--- src/rtl/uart_tx_frame.sv ---
// uart_tx_frame: UART frame transmitter; in CLK, RST, P_DATA, DATA_VALID, PAR_EN, PAR_TYP; out TX_OUT (serial line), BUSY (frame in progress)
module uart_tx_frame #(
  parameter int DATA_WIDTH = 8
) (
  input  logic                  CLK,
  input  logic                  RST,
  input  logic [DATA_WIDTH-1:0] P_DATA,
  input  logic                  DATA_VALID,
  input  logic                  PAR_EN,
  input  logic                  PAR_TYP,
  output logic                  TX_OUT,
  output logic                  BUSY
);
  localparam int CW = $clog2(DATA_WIDTH);
  typedef enum logic [2:0] {IDLE, START, DATA, PARITY, STOP} state_t;
  state_t                  r_state, w_next;
  logic [CW-1:0]           r_cnt;
  logic [DATA_WIDTH-1:0]   r_shift;
  logic                    r_par_en, r_par, r_tx, r_busy, w_tx, w_busy, w_last;
  assign w_last = r_cnt == CW'(DATA_WIDTH - 1);
  assign TX_OUT = r_tx;
  assign BUSY   = r_busy;
  always_comb begin
    w_next = r_state;
    w_tx   = 1'b1;
    w_busy = 1'b1;
    case (r_state)
      IDLE: begin
        w_next = DATA_VALID ? START : IDLE;
        w_tx   = ~DATA_VALID;
        w_busy = DATA_VALID;
      end
      START: begin
        w_next = DATA;
        w_tx   = r_shift[0];
      end
      DATA: begin
        w_next = w_last ? (r_par_en ? PARITY : STOP) : DATA;
        w_tx   = w_last ? (~r_par_en | r_par) : r_shift[1];
      end
      PARITY: w_next = STOP;
      STOP: begin
        w_next = IDLE;
        w_busy = 1'b0;
      end
      default: begin
        w_next = IDLE;
        w_busy = 1'b0;
      end
    endcase
  end
  always_ff @(posedge CLK) begin
    if (RST) begin
      r_state  <= IDLE;
      r_tx     <= 1'b1;
      r_busy   <= 1'b0;
      r_cnt    <= '0;
      r_shift  <= '0;
      r_par_en <= 1'b0;
      r_par    <= 1'b0;
    end else begin
      r_state <= w_next;
      r_tx    <= w_tx;
      r_busy  <= w_busy;
      if (r_state == IDLE && DATA_VALID) begin
        r_shift  <= P_DATA;
        r_par_en <= PAR_EN;
        r_par    <= PAR_TYP ? ~^P_DATA : ^P_DATA;
        r_cnt    <= '0;
      end else if (r_state == DATA) begin
        r_shift <= r_shift >> 1;
        r_cnt   <= w_last ? '0 : r_cnt + 1'b1;
      end
    end
  end
endmodule
--- config.mk ---
export PLATFORM = sky130hd
export DESIGN_NAME = uart_tx_frame
export DESIGN_NICKNAME = d
export VERILOG_FILES = /design/src/rtl/uart_tx_frame.sv
export SDC_FILE = /design/constraint.sdc
export NUM_CORES = 1
export LEC_CHECK = 0
export ABC_CLOCK_PERIOD_IN_PS = 4500
export BUFFER_PORTS_ARGS = -buffer_cell sky130_fd_sc_hd__buf_4
export CORE_MARGIN = 1.5
export CORE_UTILIZATION = 40
export CTS_CLUSTER_SIZE = 24
export DETAILED_ROUTE_END_ITERATION = 8
export PLACE_DENSITY_LB_ADDON = 0.1
export SLEW_MARGIN = 0
export SYNTH_ARGS = -nofsm -noshare
export SYNTH_HDL_FRONTEND = slang
export SYNTH_SLANG_ARGS = --single-unit
--- constraint.sdc ---
create_clock -name CLK -period 4.5 [get_ports CLK]
set_clock_uncertainty 0.05 [all_clocks]
set_input_delay 0.45 -clock CLK [delete_from_list [all_inputs] [get_ports CLK]]
set_output_delay 0.45 -clock CLK [all_outputs]
set_load 0.02 [all_outputs]
==> run metrics <==
startpoint types=flip-flop; post-CTS setup buffers=0; endpoints failing hold=0; worst rel slew slack=53.4%; global-route usage over all layers=14.1%; maximum number of pins on one net before global-route repair=17; Clk Tree Root Cell=clkbuf_4; Detail Route Antenna Nets=0; number of search-and-repair iterations in the first detailed-routing pass=4; half-perimeter wire length of the detailed placement result=1100 um; worst-case clock buffer depth=2; dominant combinational cell family by area after synthesis=simple AND/OR/NAND/NOR gates; post-synth net total=105; number of antenna violations at the first check in global routing=0; count of filler cells inserted in the layout=215; gr ovfl total=0; placeable core area=2190 um^2; commonest cells after routing, fill and taps aside=dfxtp_1 (18), buf_4 (14), nor2_1 (11), mux2i_1 (8), nand2_1 (7); number of synthesis warnings=0; share of post-route cells with drive strength above 1=24.8%; Routed WL per cell=11.9 um; global-route wire length before repair=2660 um; Setup Total Neg Slack=0 ns; Area growth syn-to-layout=12.4%; Routability Congestion=0.755; number of antenna cells inserted=0; slew at the pin with the worst max-slew slack=0.699 ns; classification of the worst setup path=reg -> reg; # rows=17; type of destination of the critical path=flip-flop; routed vias/inst=5.12; Hold-fix buffers, CTS=0; maximum vdd drop=0.198 mV; biggest area consumer among synthesized cells=dfxtp_1; outcome=finished, final reports clean; CTS tree=built; clk slew on worst S/H paths=0.10 ns; number of levels the H-tree was split into=1; die width=51.0 um; static leakage=0.398 nW; number of I/O port buffers=14; most common cell after layout, fill and taps aside=dfxtp_1; vias in the first global route=600; class of the most critical hold timing path=in -> reg; IO Count=15; overall power after layout=331 uW; number of DRC markers after the initial detailed-route iteration=12; number of remaining DRC errors=0; Synth cell types=27; Clock Latency Late Sink=0.29 ns; Area after DPL=1010 um^2; required time of the critical path=4.64 ns; final count of pins violating max slew=0; die height=51.0 um; maximum operating frequency=581 MHz; setup repair after global routing missed its margin=no; fraction of the mapped netlist area in simple logic gates=19.3%; final setup vio count=0; Vias=661; starting density of the core=42.0%; Final Routed Wirelength=1530 um; number of CTS-inserted buffers=3; top post-synthesis cells by area=dfxtp_1 (39%), mux2i_1 (8.7%), a211oi_2 (6.8%); cell area after synthesis=920 um^2; Tcrit/Tclk final=38.2%; Layout Nets=118; min cycle time layout=1.72 ns; mux contribution to synthesized area=8.71%; adder-cell share of the synthesized area=2.72%; synthesized flop and latch total=18; Critical Path Fanout Max=13; post-synthesis cell count=90; Syn Area/Cell=10.2 um^2; sequential fraction of the synthesis area=39.2%; worst reg-to-reg path cell count=4; area taken by flip-flops and latches=360 um^2; Synth Area in Compound Gates=16.2%; area share of the largest cell type after synthesis=39.2%; Clock Sinks=18; total area of multi-input combinational cells=503 um^2; post-route design area=1030 um^2; Resize count post-CTS=0; signal arrival time at the worst endpoint=1.86 ns; pwr/cell area=320 nW/um^2; area enclosed by the die boundary=2600 um^2; post-synthesis xor/xnor area fraction=7.76%; maximum capacitance violations=0; number of stages on the worst hold path=2
==> sequential cells by signal, indices dropped and copies added, names as in the netlist <==
register and cells:
r_shift 8, r_cnt 3, TX_OUT 1, r_state 3, r_par_en 1, r_par 1
BUSY 1
==> metrics by stage <==
| step | cells | worst slack, ns | utilization, % | hold WS (ns) |
|---|---|---|---|---|
| after floorplan | 90 | 3.06 | - | 0.386 |
| after global placement | 126 | 2.81 | 46.1 | 0.410 |
| after detailed placement | 126 | 2.78 | 46.1 | 0.408 |
| after CTS | 129 | 2.77 | 47.2 | 0.337 |
| after global routing | 129 | 2.58 | 47.2 | 0.337 |
| final | 129 | 2.78 | 47.2 | 0.348 |
==> where the power goes <==
group          internal (mW)  switching [mW]
combinational         0.0374          0.0335
clock                 0.0312          0.0474
sequential             0.172         0.00941
total                  0.241          0.0903
==> metal layers <==
metal	wire [um]	global-route usage, %	vias to the layer above
li1	-	-	345
met1	742	18.1	299
met2	684	20.8	13
met3	74	5.26	4
met4	29	6.76	0
met5	0	0	-
==> critical path, cell delays in order, from the launching register on <==
cell     delay, ns
dfxtp_1       0.50
nor3b_4       0.67
nor2_1        0.16
a22oi_1       0.18
nor2_1        0.05
==> cells in the mapped netlist <==
cell	number
o211ai_1	2
xor2_1	1
a211oi_2	5
xnor3_1	2
o31a_1	1
nor4b_4	1
ha_1	2
a21oi_1	4
nand2b_1	1
a21boi_0	1
nand2_1	7
inv_1	2
a31oi_1	1
or4b_4	1
nand3_1	3
mux2i_1	8
clkbuf_1	2
o22ai_1	1
nand3b_1	1
nor3b_4	1
nor2_1	11
buf_4	1
nor3_1	5
buf_6	3
dfxtp_1	18
xnor2_1	2
a22oi_1	3
==> final timing paths <==
check / from / endpoint / slack (ns)
setup / recovery: r_state[1] / r_shift[7] / 2.78
hold / removal: DATA_VALID / BUSY / 0.35
setup reg to reg: r_state[1] / r_shift[7] / 2.78
hold reg to reg: r_shift[5] / r_shift[5] / 0.41
==> cell type report <==
class | instances | area share, %
well taps | 28 | 3.39
inverters | 2 | 0.726
flip-flops and latches | 18 | 34.9
multi-input cells | 64 | 48.7
repair buffers | 14 | 10.2
clock buffers | 3 | 2.18
==> cells by family after synthesis <==
family,count (synthesis)
AO/OA/AOI/OAI,18
AND/OR/NAND/NOR,31
XOR/XNOR,5
flip-flops,18
multiplexers,8
buffers and inverters,8
adder cells (fa/ha/maj),2
Power figures use the tool's default switching activity.
